[config.mk]
export PLATFORM = sky130hd
export DESIGN_NAME = iwdg_rst_ctrl
export DESIGN_NICKNAME = d
export VERILOG_FILES = /design/src/rtl/iwdg_rst_ctrl.sv
export SDC_FILE = /design/constraint.sdc
export NUM_CORES = 1
export LEC_CHECK = 0
export CAP_MARGIN = 10
export CORE_MARGIN = 3
export CORE_UTILIZATION = 62
export DETAILED_ROUTE_END_ITERATION = 8
export DONT_BUFFER_PORTS = 1
export GPL_ROUTABILITY_DRIVEN = 0
export HOLD_SLACK_MARGIN = 0.03
export MAX_ROUTING_LAYER = met4
export PLACE_DENSITY_LB_ADDON = 0.08
export SETUP_SLACK_MARGIN = 0.15
export SYNTH_ARGS = -nofsm -noshare
export SYNTH_HDL_FRONTEND = slang
export SYNTH_SLANG_ARGS = --single-unit
[constraint.sdc]
create_clock -name clk_m2s -period 2.5 [get_ports clk_m2s]
set_input_delay 0.5 -clock clk_m2s [delete_from_list [all_inputs] [get_ports clk_m2s]]
set_output_delay 0.5 -clock clk_m2s [all_outputs]
set_load 0.05 [all_outputs]
[src/rtl/iwdg_rst_ctrl.sv]
`default_nettype none
// ============================================================================
// Module  : iwdg_rst_ctrl
// Brief   : Stretches watchdog/software reset events into a glitch-free
//           system reset; keeps sticky cause flags on a Wishbone slave port.
// Revision: 1.0
// ============================================================================
module iwdg_rst_ctrl #(
    parameter logic [31:0] BASE_ADR       = 32'h0100_0100,
    parameter int          STRETCH_CYCLES = 64,
    parameter int          HOLDOFF_CYCLES = 16,
    parameter logic [15:0] SWRST_KEY      = 16'h5FA0
) (
    input  logic        clk_m2s,
    input  logic        rst_m2s_n,
    input  logic        rst_iwdg,
    input  logic [31:0] dat_m2s,
    input  logic [31:0] adr_m2s,
    input  logic [3:0]  sel_m2s,
    input  logic        cyc_m2s,
    input  logic        stb_m2s,
    input  logic        we_m2s,
    output logic [31:0] dat_s2m,
    output logic        ack_s2m,
    output logic        err_s2m,
    output logic        rty_s2m,
    output logic        sys_rst
);

    localparam int                  c_MAX_CYC    = (STRETCH_CYCLES > HOLDOFF_CYCLES) ?
                                                   STRETCH_CYCLES : HOLDOFF_CYCLES;
    localparam int                  c_CNT_W      = $clog2(c_MAX_CYC);
    localparam logic [c_CNT_W-1:0]  c_STRETCH_LD = c_CNT_W'(STRETCH_CYCLES - 1);
    localparam logic [c_CNT_W-1:0]  c_HOLDOFF_LD = c_CNT_W'(HOLDOFF_CYCLES - 1);
    localparam logic [31:0]         c_SWRST_ADR  = BASE_ADR + 32'd4;

    typedef enum logic [1:0] {
        ST_IDLE    = 2'd0,
        ST_ASSERT  = 2'd1,
        ST_HOLDOFF = 2'd2
    } state_t;

    logic               r_iwdg_s1, r_iwdg_s2, r_iwdg_s3, r_iwdg_evt;
    logic               r_ack, r_err, r_sw_evt;
    logic [31:0]        r_dat;
    logic               r_iwdgrstf, r_sftrstf, r_sys_rst;
    logic [7:0]         r_iwdg_cnt;
    state_t             r_state, w_state_nxt;
    logic [c_CNT_W-1:0] r_cnt, w_cnt_nxt;
    logic               r_pend, w_pend_nxt;

    logic        w_req, w_hit_csr, w_hit_swrst, w_wr, w_sw_match, w_rmvf, w_evt;
    logic [31:0] w_csr_rd;
    logic        w_unused;

    // Two-flop synchronizer into clk_m2s, then a registered rising-edge detect
    always_ff @(posedge clk_m2s or negedge rst_m2s_n) begin
        if (!rst_m2s_n) begin
            r_iwdg_s1  <= 1'b0;
            r_iwdg_s2  <= 1'b0;
            r_iwdg_s3  <= 1'b0;
            r_iwdg_evt <= 1'b0;
        end else begin
            r_iwdg_s1  <= rst_iwdg;
            r_iwdg_s2  <= r_iwdg_s1;
            r_iwdg_s3  <= r_iwdg_s2;
            r_iwdg_evt <= r_iwdg_s2 & ~r_iwdg_s3;
        end
    end

    assign w_req       = cyc_m2s & stb_m2s & ~r_ack & ~r_err;
    assign w_hit_csr   = (adr_m2s == BASE_ADR);
    assign w_hit_swrst = (adr_m2s == c_SWRST_ADR);
    assign w_wr        = w_req & we_m2s;
    assign w_sw_match  = w_wr & w_hit_swrst & (sel_m2s[1:0] == 2'b11) &
                         (dat_m2s[15:0] == SWRST_KEY);
    assign w_rmvf      = w_wr & w_hit_csr & sel_m2s[3] & dat_m2s[24];
    assign w_csr_rd    = {16'h0000, r_iwdg_cnt, 5'b00000, r_sys_rst, r_sftrstf, r_iwdgrstf};
    assign w_unused    = ^{dat_m2s[31:25], dat_m2s[23:16], sel_m2s[2]};

    always_ff @(posedge clk_m2s or negedge rst_m2s_n) begin
        if (!rst_m2s_n) begin
            r_ack    <= 1'b0;
            r_err    <= 1'b0;
            r_dat    <= 32'h0;
            r_sw_evt <= 1'b0;
        end else begin
            r_ack    <= w_req & (w_hit_csr | w_hit_swrst);
            r_err    <= w_req & ~(w_hit_csr | w_hit_swrst);
            r_dat    <= (w_req & ~we_m2s & w_hit_csr) ? w_csr_rd : 32'h0;
            r_sw_evt <= w_sw_match;
        end
    end

    // Later assignments win, so a set in the same cycle as RMVF survives
    always_ff @(posedge clk_m2s or negedge rst_m2s_n) begin
        if (!rst_m2s_n) begin
            r_iwdgrstf <= 1'b0;
            r_sftrstf  <= 1'b0;
            r_iwdg_cnt <= 8'h00;
        end else begin
            if (w_rmvf) begin
                r_iwdgrstf <= 1'b0;
                r_sftrstf  <= 1'b0;
                r_iwdg_cnt <= 8'h00;
            end
            if (r_iwdg_evt) begin
                r_iwdgrstf <= 1'b1;
                if (w_rmvf)
                    r_iwdg_cnt <= 8'h01;
                else if (r_iwdg_cnt != 8'hFF)
                    r_iwdg_cnt <= r_iwdg_cnt + 8'h01;
            end
            if (r_sw_evt)
                r_sftrstf <= 1'b1;
        end
    end

    assign w_evt = r_iwdg_evt | r_sw_evt;

    always_comb begin
        w_state_nxt = r_state;
        w_cnt_nxt   = r_cnt;
        w_pend_nxt  = r_pend;
        case (r_state)
            ST_IDLE: begin
                if (w_evt) begin
                    w_cnt_nxt   = c_STRETCH_LD;
                    w_state_nxt = ST_ASSERT;
                end
            end
            ST_ASSERT: begin
                if (w_evt) begin
                    w_cnt_nxt = c_STRETCH_LD;
                end else if (r_cnt == '0) begin
                    w_cnt_nxt   = c_HOLDOFF_LD;
                    w_state_nxt = ST_HOLDOFF;
                end else begin
                    w_cnt_nxt = r_cnt - c_CNT_W'(1);
                end
            end
            ST_HOLDOFF: begin
                if (r_cnt == '0) begin
                    if (r_pend | w_evt) begin
                        w_pend_nxt  = 1'b0;
                        w_cnt_nxt   = c_STRETCH_LD;
                        w_state_nxt = ST_ASSERT;
                    end else begin
                        w_state_nxt = ST_IDLE;
                    end
                end else begin
                    w_cnt_nxt  = r_cnt - c_CNT_W'(1);
                    w_pend_nxt = r_pend | w_evt;
                end
            end
            default: begin
                w_state_nxt = ST_IDLE;
                w_pend_nxt  = 1'b0;
            end
        endcase
    end

    // sys_rst comes straight from a flop so it cannot glitch on state decode
    always_ff @(posedge clk_m2s or negedge rst_m2s_n) begin
        if (!rst_m2s_n) begin
            r_state   <= ST_IDLE;
            r_cnt     <= '0;
            r_pend    <= 1'b0;
            r_sys_rst <= 1'b0;
        end else begin
            r_state   <= w_state_nxt;
            r_cnt     <= w_cnt_nxt;
            r_pend    <= w_pend_nxt;
            r_sys_rst <= (w_state_nxt == ST_ASSERT);
        end
    end

    assign dat_s2m = r_dat;
    assign ack_s2m = r_ack;
    assign err_s2m = r_err;
    assign rty_s2m = 1'b0;
    assign sys_rst = r_sys_rst;

endmodule
`default_nettype wire

==> metrics.csv, run 1 <==
stage;metric;value;unit
synth;number of synthesized register bits;38;
place;Port Buffers;0;
global_routing;vias in the first global route;1481;
worst_setup_path;Crit Path Class;reg -> reg;
global_routing;largest net degree at the start of global routing;39;
timing;Slew Limit Fails;0;
final_layout;Antenna Cells;0;
power_and_ir_drop;Max VDD drop;0.4182;mV
final_layout;non-filler cells, final;254;
final_layout;final core occ;68.60;%
die;Core Area;3128;um^2
synth;largest cells by area after synthesis;dfrtp_1 46%, buf_4 8.3%, and2_1 3.6%, ha_1 3.6%, a21oi_1 3.1%;
worst_setup_path;Setup crit end kind;register;
worst_setup_path;Crit path required time;2.79;ns
worst_setup_path;data arrival time of the worst path;2.35;ns
global_routing;initial antenna violation count;0;
timing;setup violators final;0;
die;Initial Utilization;66.80;%
final_layout;area grow syn2layout;2.695;%
clock_network;CTS tree;done;
place;DP HPWL;3.140;mm
hold_path;worst hold stages;0;
flow_run;max cap viols;0;
synth;adder-cell share of the synthesized area;3.593;%
synth;Seq/Total Area, Yosys;45.51;%
synth;Post-Syn Area;2090;um^2
final_layout;ratio of cells with drive above 1 in the final layout;10.00;%
hold_path;Hold WC Path Type;in -> reg;
worst_setup_path;Reg2Reg Capture Point;r_cnt[4]$_DFFE_PN0P_;
timing;Max Fclk;0.4843;GHz
power_and_ir_drop;overall power;1744;uW
die;io pins;110;
clock_network;Resize count post-CTS;0;
outcome;outcome;finished clean;
timing;min Tclk post-route;2.065;ns
clock_network;TritonCTS Buffers;5;
synth;combinational family with the most area after synthesis;simple AND/OR/NAND/NOR gates;
clock_network;Worst-path clk slew;0.12;ns
clock_network;Longest Clk Path Bufs;2;
routing;WL per Instance;15.84;um
clock_network;clock latency on the worst-skew pair;0.35;ns
worst_setup_path;worst r2r src;r_state[0]$_DFF_PN0_;
synth;Compound-Gate Fraction of Synth Area;14.61;%
global_routing;grt ovf;0;
final_layout;Nets;289;
power_and_ir_drop;Internal;1099;uW
synth;Synth Area in XOR/XNOR;0.8383;%
clock_network;H-tree Lvls;2;
synth;dominant cell type by area after synthesis;dfrtp_1;
worst_setup_path;Critical Path Fanout Max;10;
synth;Netlist cell types;49;
routing;DRC;0;
timing;period utilization;82.60;%
timing;max_slew headroom;62.71;%
clock_network;clock sinks;38;
synth;number of synthesized flops with an enable pin;0;
timing;final setup margin;0.4351;ns
hold_path;Hold Path Sink;r_iwdg_s1$_DFF_PN0_;
global_routing;first-pass GRT wire length;6.451;mm
worst_setup_path;startpoint class of the critical path;register;
power_and_ir_drop;Clk pwr share;24.1;%
die;die area;4103;um^2
power_and_ir_drop;Switching Share;37.01;%
synth;async set-or-reset flop fraction in the synthesized netlist;100.0;%
power_and_ir_drop;pwr dens;813.0;nW/um^2
die;Die Ht;64.06;um
routing;routed via count;1494;
synth;Synth warnings;0;
synth;most frequent cell after synthesis;dfrtp_1;
place;dpl cells;244;
die;Die Width;64.06;um
timing;clock skew;0.009639;ns
worst_setup_path;reg-to-reg slack, setup;0.44;ns
clock_network;setup bufs post-CTS;0;
global_routing;gr usage total;21.24;%
synth;synth cell count leaders;38 x dfrtp_1, 23 x buf_4, 15 x nor2_1;
synth;Avg Cell Area, Syn;10.09;um^2
synth;mux cell area share after synthesis;0.5389;%
worst_setup_path;R2R cell count;7;
place;worst slack, placed;0.4472;ns
synth;ys flop type;dfrtp_1;
synth;top cell type's share of synthesized area;45.51;%
routing;Routed WL;4.024;mm
routing;drt via density;5.882;
routing;DR iter-0 viols;111;
synth;Synth Area in Simple Gates;23.65;%
power_and_ir_drop;sequential fraction of design power;45.3;%
timing;Final Hold Vio Count;0;
power_and_ir_drop;Static Leak;0.0009269;uW
die;# rows;20;
clock_network;CTS Root Cell;clkbuf_4;
synth;Cells after Synth;207;
power_and_ir_drop;logic gate share of total power;30.6;%
routing;drt first pass iters;4;
power_and_ir_drop;Net Sw Power;645.5;uW
hold_path;beginning of the worst hold path;rst_iwdg;
timing;Sum Neg Setup Slack;0;ns
routing;Final ANT Viol Nets;0;
timing;Worst-Margin Slew;0.5569;ns
timing;RSZ-0062 raised after global routing;no;
power groups by stage:
| stage | registers, uW | logic, uW | clock network (uW) |
|---|---|---|---|
| 4_1_cts | 791 | 532 | 435 |
| 3_5_place_dp | 804 | 513 | 0 |
| 6_report | 791 | 533 | 420 |
| 5_1_grt | 805 | 592 | 458 |
| 3_3_place_gp | 799 | 491 | 0 |
| 2_1_floorplan | 784 | 472 | 0 |
logic make-up after synthesis:
| group | after synthesis |
|---|---|
| AO/OA/AOI/OAI | 41 |
| XOR/XNOR | 2 |
| adder cells (fa/ha/maj) | 6 |
| buffers and inverters | 38 |
| flip-flops | 38 |
| multiplexers | 1 |
| other | 1 |
| AND/OR/NAND/NOR | 80 |
through the flow:
step / instance area, um^2 / hold WS, ns
2_1_floorplan: 2168 / 0.2044
3_3_place_gp: 2033 / 0.2052
3_5_place_dp: 2033 / 0.2053
4_1_cts: 2146 / 0.1537
5_1_grt: 2146 / 0.1416
6_report: 2146 / 0.1752
critical path, cell delays in order (launching register included):
cell	delay [ns]
dfrtp_1	0.44
inv_1	0.12
ha_1	0.36
nor4bb_1	0.26
a21oi_1	0.15
a41oi_2	0.36
o21a_1	0.19
o22a_1	0.13
placed cells by master, fill, tap and decap left out, types with 6 or more instances in the layout:
cell	instances
conb_1	22
nand3_1	6
and2_1	12
ha_1	6
nor4_1	8
nand2_1	6
inv_1	9
dfrtp_1	38
nor2_1	15
a21oi_1	13
nand4_1	7
how the worst max path moves through the flow:
| stage | start | endpoint | slack (ns) | cells past startpoint |
|---|---|---|---|---|
| 4_1_cts | r_state[0]$_DFF_PN0_ | r_cnt[4]$_DFFE_PN0P_ | 0.45 | 7 |
| 6_report | r_state[0]$_DFF_PN0_ | r_cnt[4]$_DFFE_PN0P_ | 0.44 | 7 |
| 3_5_place_dp | adr_m2s[5] | dat_s2m[8]$_DFF_PN0_ | 0.45 | 5 |
| 2_1_floorplan | r_state[0]$_DFF_PN0_ | r_cnt[4]$_DFFE_PN0P_ | 0.70 | 8 |
| 5_1_grt | r_state[0]$_DFF_PN0_ | r_cnt[4]$_DFFE_PN0P_ | 0.30 | 7 |
| 3_3_place_gp | adr_m2s[1] | dat_s2m[8]$_DFF_PN0_ | 0.54 | 5 |
registers in the layout, indices dropped and copies added, names as in the netlist, 2 cells and up:
register	count
r_cnt	6
dat_s2m	11
r_iwdg_cnt	8
r_state	2
cell type report:
class,instances,area (um^2)
Sequential cell,38,950.9
Tap cell,44,55.05
Clock inverter,3,45.04
Multi-Input combinational cell,152,985.9
Clock buffer,5,37.54
Inverter,9,33.78
Fill cell,253,982.2
Timing Repair Buffer,3,37.54
layer usage:
layer,vias up,track usage [%],wire length (um)
met1,708,21.74,1554
met5,-,-,0
met4,0,7.817,61
met2,71,38.19,2089
met3,6,6.151,318
li1,709,-,-
repair_timing:
| action | 4_1_cts | 5_1_grt |
|---|---|---|
| hold buffers | 2 | 0 |
| endpoints found under the setup margin | 0 | 0 |
| hold endpoints to repair | 38 | 0 |
No activity file was read; power rests on OpenSTA's default activity.
==> run 2: changes to the inputs <==
--- a/config.mk
+++ b/config.mk
@@ -7,7 +7,7 @@
 export LEC_CHECK = 0
 export CAP_MARGIN = 10
 export CORE_MARGIN = 3
-export CORE_UTILIZATION = 62
+export CORE_UTILIZATION = 56
 export DETAILED_ROUTE_END_ITERATION = 8
 export DONT_BUFFER_PORTS = 1
 export GPL_ROUTABILITY_DRIVEN = 0
==> constraint.sdc (replaced) <==
create_clock -name clk_m2s -period 1.8 [get_ports clk_m2s]
set_input_delay 0.36 -clock clk_m2s [delete_from_list [all_inputs] [get_ports clk_m2s]]
set_output_delay 0.36 -clock clk_m2s [all_outputs]
set_load 0.05 [all_outputs]
==> metrics.csv, run 2 (synthesis gave the netlist of run 1 again) <==
stage;metric;value;unit
outcome;outcome;finished clean;
worst_setup_path;CP endpoint;r_cnt[4]$_DFFE_PN0P_;
clock_network;clock sinks;38;
power_and_ir_drop;Static Leak;0.001070;uW
clock_network;CTS tree;done;
worst_setup_path;R2R cell count;8;
die;Core Area;3468;um^2
routing;drt first pass iters;4;
die;Initial Utilization;60.25;%
die;Die Ht;67.09;um
timing;min Tclk post-route;1.795;ns
final_layout;Nets;307;
global_routing;first-pass GRT wire length;7.155;mm
die;Die Width;67.09;um
clock_network;Worst-path clk slew;0.08;ns
place;Port Buffers;0;
routing;drt via density;5.949;
power_and_ir_drop;Net Sw Power;1060;uW
timing;Slew Limit Fails;0;
hold_path;worst hold stages;0;
global_routing;vias in the first global route;1584;
place;Cell Area, Placed;2108;um^2
power_and_ir_drop;Clk pwr share;29.4;%
worst_setup_path;Crit path required time;1.99;ns
flow_run;max cap viols;0;
timing;setup violators final;0;
worst_setup_path;Setup crit start;r_state[1]$_DFF_PN0_;
routing;routed via count;1630;
timing;RSZ-0062 raised after global routing;yes;
hold_path;Hold WC Path Type;in -> reg;
final_layout;# fillers;259;
power_and_ir_drop;pwr dens;1219;nW/um^2
final_layout;max reg flops;11;
final_layout;commonest non-fill, non-tap cell in the layout;dfrtp_1;
clock_network;clock latency on the worst-skew pair;0.30;ns
clock_network;H-tree Lvls;2;
worst_setup_path;data arrival time of the worst path;1.99;ns
die;# rows;21;
worst_setup_path;Setup crit end kind;register;
worst_setup_path;worst r2r src;r_state[1]$_DFF_PN0_;
global_routing;initial antenna violation count;0;
die;io pins;110;
final_layout;area grow syn2layout;18.38;%
place;DP HPWL;3.334;mm
global_routing;gr usage total;21.91;%
power_and_ir_drop;logic gate share of total power;34.0;%
final_layout;commonest cells after routing, fill and taps aside;38 x dfrtp_1, 22 x conb_1, 18 x buf_4, 13 x nor2_1, 12 x and2_1;
die;die area;4500;um^2
global_routing;grt ovf;0;
clock_network;CTS Root Cell;clkbuf_8;
timing;clock skew;0.008422;ns
routing;Final ANT Viol Nets;0;
routing;WL per Instance;17.84;um
worst_setup_path;Crit Path Class;reg -> reg;
routing;DR iter-0 viols;133;
power_and_ir_drop;Switching Share;35.18;%
power_and_ir_drop;Internal;1954;uW
routing;DRC;0;
routing;Routed WL;4.887;mm
worst_setup_path;Reg2Reg Capture Point;r_cnt[4]$_DFFE_PN0P_;
timing;period utilization;99.73;%
final_layout;Antenna Cells;0;
final_layout;Design Area, Final;2474;um^2
clock_network;Longest Clk Path Bufs;2;
worst_setup_path;reg-to-reg slack, setup;0.005;ns
worst_setup_path;Critical Path Fanout Max;6;
global_routing;largest net degree at the start of global routing;39;
final_layout;ratio of cells with drive above 1 in the final layout;27.19;%
clock_network;TritonCTS Buffers;5;
power_and_ir_drop;Max VDD drop;0.7353;mV
timing;Final Hold Vio Count;0;
timing;Max Fclk;0.5571;GHz
power_and_ir_drop;sequential fraction of design power;36.5;%
timing;Hold WS;0.09028;ns
worst_setup_path;startpoint class of the critical path;register;
==> run 2: changes by cell type in the layout (fill, tap and decap cells not counted), sizes merged <==
cell | previous run | this run
buf | 2 | 20
bufinv | 1 | 2
clkinv | 0 | 1
clkinvlp | 2 | 0
==> run 2: power by group through the flow <==
stage	clock network [uW]	registers, uW	logic (uW)
after floorplan	0	1090	662
after global placement	0	1100	756
after detailed placement	0	1110	774
after CTS	888	1090	875
after global routing	928	1120	1130
final	887	1100	1030
==> run 2: worst max-delay path: stages, from the launching register on <==
cell	delay, ns
dfrtp_1	0.46
inv_2	0.07
ha_2	0.20
buf_4	0.16
inv_1	0.08
o2111a_1	0.23
a41oi_4	0.07
o21a_1	0.21
o22a_1	0.20
==> run 2: how the worst min path moves through the flow <==
stage | end | from
after global placement | dat_s2m[11]$_DFF_PN0_ | rst_m2s_n
after CTS | r_iwdg_s1$_DFF_PN0_ | rst_iwdg
after detailed placement | dat_s2m[11]$_DFF_PN0_ | rst_m2s_n
after global routing | r_iwdg_s1$_DFF_PN0_ | rst_iwdg
final | r_iwdg_s1$_DFF_PN0_ | rst_iwdg
after floorplan | ack_s2m$_DFF_PN0_ | rst_m2s_n
==> run 2: layout make-up <==
cell class                 instances  area, um^2  share of cell area (%)
tap                               46       57.56                   2.327
inverter                           9       33.78                   1.366
timing repair buffer              21       176.4                   7.132
clock buffer                       5       68.82                   2.782
multi-input combinational        152        1117                   45.17
clock inverter                     3       68.82                   2.782
sequential                        38       950.9                   38.44
==> run 2: repair_timing <==
item | in CTS | in global routing
cloned | 0 | 0
setup endpoints to repair | 9 | 13
hold buffers | 2 | 0
buffers inserted | 5 | 4
pin swaps | 7 | 13
gates resized for setup | 4 | 26
endpoints found under the hold margin | 38 | 0
==> run 2: per-stage QoR <==
step	instances	util, %	total power (uW)	setup TNS, ns	worst slack, ns
final	274	71.32	3014	0	0.004892
after detailed placement	255	60.79	1879	-0.002535	-0.002535
after global placement	255	60.79	1854	0	0.05359
after floorplan	228	-	1753	0	0.08313
after global routing	274	71.32	3169	-0.1569	-0.08525
after CTS	270	67.21	2851	-0.006185	-0.006185
==> run 2: routing by layer <==
| layer | GRT usage [%] | vias up | share of wire, % |
|---|---|---|---|
| met5 | - | - | 0 |
| li1 | - | 749 | - |
| met2 | 38.90 | 91 | 55 |
| met3 | 4.890 | 6 | 6.7 |
| met4 | 6.329 | 0 | 1.2 |
| met1 | 24.47 | 784 | 37 |
==> variant 1 (config.mk and constraints of run 2) <==
Encoding of `state_t`: now one-hot (3 bits for 3 states).
--- a/src/rtl/iwdg_rst_ctrl.sv
+++ b/src/rtl/iwdg_rst_ctrl.sv
@@ -34,10 +34,10 @@
     localparam logic [c_CNT_W-1:0]  c_HOLDOFF_LD = c_CNT_W'(HOLDOFF_CYCLES - 1);
     localparam logic [31:0]         c_SWRST_ADR  = BASE_ADR + 32'd4;
 
-    typedef enum logic [1:0] {
-        ST_IDLE    = 2'd0,
-        ST_ASSERT  = 2'd1,
-        ST_HOLDOFF = 2'd2
+    typedef enum logic [2:0] {
+        ST_IDLE    = 3'b001,
+        ST_ASSERT  = 3'b010,
+        ST_HOLDOFF = 3'b100
     } state_t;
 
     logic               r_iwdg_s1, r_iwdg_s2, r_iwdg_s3, r_iwdg_evt;
Function: no difference found for any inputs over 10 cycles, from zero or initial values and one cycle with rst_m2s_n low; not proved beyond that.
==> variant 1 against run 2 <==
Total power shrank 19%; count of clock-buffer cells in the layout rose by 1; setup slack better by 37 ps; routed wire length is 3.0% higher; sequential share of layout area increased by 0.87 points; cell area grew 0.61%; sequential cell count rose by 1; clock skew rose by 2.9 ps; fmax increased by 2.1%; via count fell by 0.18%; critical path depth decreased by 4; area after synthesis decreased by 0.48%; hold slack gained 8.7 ps; critical path type unchanged; critical endpoint is now r_cnt[5]$_DFFE_PN0P_; highest routed layer unchanged.
==> variant 1: results (changes against run 2) <==
stage	metric	value	unit	change
run_status	status	complete, no violations		
critical_path	worst-path fanout max	3		-3
drt	initial drt markers	127		-4.5%
global_routing	Overall Global Routing Usage	23.9	%	+2.0 points
layout	Filler cells	240		-7.3%
global_routing	first-pass GRT wire length	7620	um	+6.6%
drt	total wire length	5030	um	+3.0%
logic_synthesis	top cells by count, synth	dfrtp_1, buf_4, nor2_1		
layout	bufs w/o clock	25		+19%
layout	CLK BUF	6		+1
sta	period utilisation layout	97.7	%	-2.1 points
global_routing	largest net degree at the start of global routing	40		+2.6%
power	Clk pwr share	30.6	%	+1.2 points
layout	sequential cell area share	39.3	%	+0.87 points
placed_design	hpwl dp	3430	um	+2.8%
power	Max VDD drop	0.593	mV	-19%
critical_path	Register-to-Register Path Depth	4		-4
layout	Multi-input gate area	1080	um2	-3.5%
placed_design	placed cells	253		-0.78%
sta	clk_skew	11.4	ps	+2.93 ps
layout	nets	303		-1.3%
placed_design	Placement Setup Slack	-69.4	ps	-66.9 ps
critical_path	crit path to	r_cnt[5]$_DFFE_PN0P_		
floorplanning	width of the chip	66.9	um	-0.22%
layout	max reg flops	11		unchanged
layout	Multi-Input Combinational	147		-3.3%
sta	Fin Hold WS	99.0	ps	+8.70 ps
logic_synthesis	register area share after synthesis	47.0	%	+1.5 points
critical_path	flop2flop setup slack	40	ps	+40 ps
logic_synthesis	Yosys top cell area share	45.7	%	+0.22 points
critical_path	critical path arrival	1930	ps	-60 ps
layout	ANT cells	2		+2
clocking	Sink Count	39		+2.6%
layout	layout cells sized above 1	28.9	%	+1.8 points
global_routing	initial antenna violation count	2		+2
power	Power Density	987	nW/um2	-19%
layout	Non-Clock Inverter Count	9		unchanged
drt	Vias per Instance	5.89		-0.91%
drt	DR vias	1627		-0.18%
power	leakage power	0.00107	uW	+0.34%
layout	non-clk buf share	8.75	%	+1.6 points
clocking	Setup Fix Bufs, Post-CTS	6		+1
layout	Clock-cell share	4.73	%	-0.84 points
logic_synthesis	top cells by area, synth	dfrtp_1, buf_4, and2_1		
==> variant 1: cell count changes in the layout (fill, tap and decap cells not counted), moves of 4 or more <==
cell and delta:
nor4_1 -5, o21ai_0 +4, nor3_1 +5, a21oi_1 -6, o22a_1 -5
==> variant 1: layer usage <==
layer  GRT usage (%)  vias to the layer above  part of all wire [%]
li1                -                      745                     -
met1            26.9                      812                    37
met2            38.7                       62                    55
met3            8.09                        8                   7.2
met4            10.4                        0                   1.2
met5               -                        -                     0
==> variant 1: logic make-up after synthesis <==
kind of cell | Yosys count | synth area share [%]
AO/OA/AOI/OAI | 32 | 10.8
XOR/XNOR | 1 | 0.421
adder cells (fa/ha/maj) | 2 | 1.20
buffers and inverters | 36 | 10.9
flip-flops | 39 | 47.0
multiplexers | 4 | 2.17
other | 1 | 0.180
AND/OR/NAND/NOR | 86 | 27.4
==> variant 1: critical path: stages (launching register included) <==
cell and delay [ps]:
dfrtp_1 410, or4b_4 560, or3_1 350, a221oi_2 220, o22ai_1 100
==> variant 2 (settings of run 2) <==
Made on the original files. Set the parameter `HOLDOFF_CYCLES` to 8 (it was 16).
--- a/src/rtl/iwdg_rst_ctrl.sv
+++ b/src/rtl/iwdg_rst_ctrl.sv
@@ -8,7 +8,7 @@
 module iwdg_rst_ctrl #(
     parameter logic [31:0] BASE_ADR       = 32'h0100_0100,
     parameter int          STRETCH_CYCLES = 64,
-    parameter int          HOLDOFF_CYCLES = 16,
+    parameter int          HOLDOFF_CYCLES = 8,
     parameter logic [15:0] SWRST_KEY      = 16'h5FA0
 ) (
     input  logic        clk_m2s,
Function: same outputs for any inputs over 10 cycles, from zero or initial values and one cycle with rst_m2s_n low; that may be too few to reach the edited logic, so the function may still have changed.
==> variant 2 against run 2 <==
Sequential cell count did not move; critical endpoint is now sys_rst$_DFF_PN0_; highest routed layer unchanged; setup slack improved by 57 ps; total power rose by 7.5%; cell area rose by 3.7%; routed wire length rose by 3.7%; area after synthesis rose by 3.6%; count of clock-buffer cells in the layout rose by 1.
==> variant 2: results (changes against run 2) <==
stage	metric	value	unit	change
run_status	status	complete, no violations		
power	Net Sw Frac	40.0	%	+4.8 points
drt	DR vias	1723		+5.7%
drt	initial drt markers	157		+18%
critical_path	flop2flop setup slack	60	ps	+60 ps
layout	nets	316		+2.9%
logic_synthesis	Yosys cell types	53		+8.2%
critical_path	worst r2r src	r_cnt[1]$_DFFE_PN0P_		
critical_path	slowest cell on the critical path	or3b_4		
logic_synthesis	top cells by area, synth	dfrtp_1, buf_4, nor2_1		
global_routing	number of global-route vias before repair	1724		+8.8%
layout	Filler cells	263		+1.5%
critical_path	Critical Path Max Stage Delay	420	ps	-40 ps
global_routing	Overall Global Routing Usage	24.4	%	+2.5 points
logic_synthesis	Post-Synth XOR/XNOR Area	0.405	%	-0.43 points
power	leakage power	0.00109	uW	+1.8%
power	sequential power	1320	uW	+20%
logic_synthesis	adder-cell area share of the yosys netlist	3.47	%	-0.12 points
critical_path	critical register-to-register path endpoint	sys_rst$_DFF_PN0_		
logic_synthesis	top cells by count, synth	dfrtp_1, buf_4, nor2_1		
layout	non-filler cells, final	283		+3.3%
power	Max VDD drop	0.589	mV	-20%
sta	clk_skew	4.20	ps	-4.23 ps
placed_design	hpwl dp	3800	um	+14%
layout	layout cells sized above 1	29.1	%	+1.9 points
power	Power Density	1260	nW/um2	+3.6%
critical_path	Register-to-Register Path Depth	6		-2
min_path	hold depth	0		unchanged
drt	routed length per instance	17.9	um	+0.43%
logic_synthesis	Mean Syn Cell Area	10.1	um2	-0.26%
placed_design	placed cells	267		+4.7%
power	Clk power	597	uW	-33%
logic_synthesis	mux cell area share after synthesis	2.08	%	+1.5 points
logic_synthesis	register area share after synthesis	43.9	%	-1.6 points
critical_path	critical path arrival	1920	ps	-70 ps
clocking	clk root buf	clkbuf_8		
floorplanning	Die Area	4650	um2	+3.3%
global_routing	first-pass GRT wire length	8140	um	+14%
critical_path	worst-path fanout max	5		-1
logic_synthesis	Compound-Gate Fraction of Synth Area	14.3	%	-0.28 points
==> variant 2: final cells by class <==
type	count	share of cell area, %
Clock buffer	6	3.22
Clock inverter	2	0.488
Inverter	8	1.17
Multi-Input combinational cell	163	49.1
Sequential cell	38	37.2
Tap cell	46	2.24
Timing Repair Buffer	20	6.59
==> variant 2: kinds of logic after synthesis <==
family,after synthesis
simple gates,86
xor+xnor,1
compound gates,44
fa+ha+maj,6
other cells,1
flops,38
mux,4
buf+inv,35
==> variant 2: per-layer routing <==
metal	track usage, %	part of all wire [%]	wire length [um]
met1	26.7	36	1820
met2	44.5	56	2850
met3	3.78	6.7	341
met4	8.68	1.2	61
met5	-	0	0
==> variant 2: worst max path at each step <==
stage                              endpoint  slack [ps]                 start
finish                    sys_rst$_DFF_PN0_          60  r_cnt[1]$_DFFE_PN0P_
global route              sys_rst$_DFF_PN0_          -7  r_cnt[1]$_DFFE_PN0P_
CTS                       sys_rst$_DFF_PN0_          70  r_cnt[1]$_DFFE_PN0P_
detailed placement        sys_rst$_DFF_PN0_          10  r_cnt[0]$_DFFE_PN0P_
global placement          sys_rst$_DFF_PN0_          30  r_cnt[1]$_DFFE_PN0P_
floorplan           r_iwdg_cnt[0]$_DFF_PN0_          50           adr_m2s[11]
==> variant 2: stage by stage <==
step                      worst slack [ps]  instance area (um2)  hold slack (ps)
final                                 61.7                 2560             96.3
after global routing                 -7.08                 2560             80.7
after CTS                             72.1                 2460             86.7
after detailed placement              10.4                 2280             65.3
after global placement                28.2                 2280             65.2
after floorplan                       52.6                 2320             64.4
==> variant 2: timing repair <==
item	CTS	global route
hold buffers	2	0
endpoints found under the hold margin	38	0
pin swaps	1	8
gates cloned	0	0
setup endpoints to repair	10	10
buffers inserted	1	5
gates resized for setup	11	16
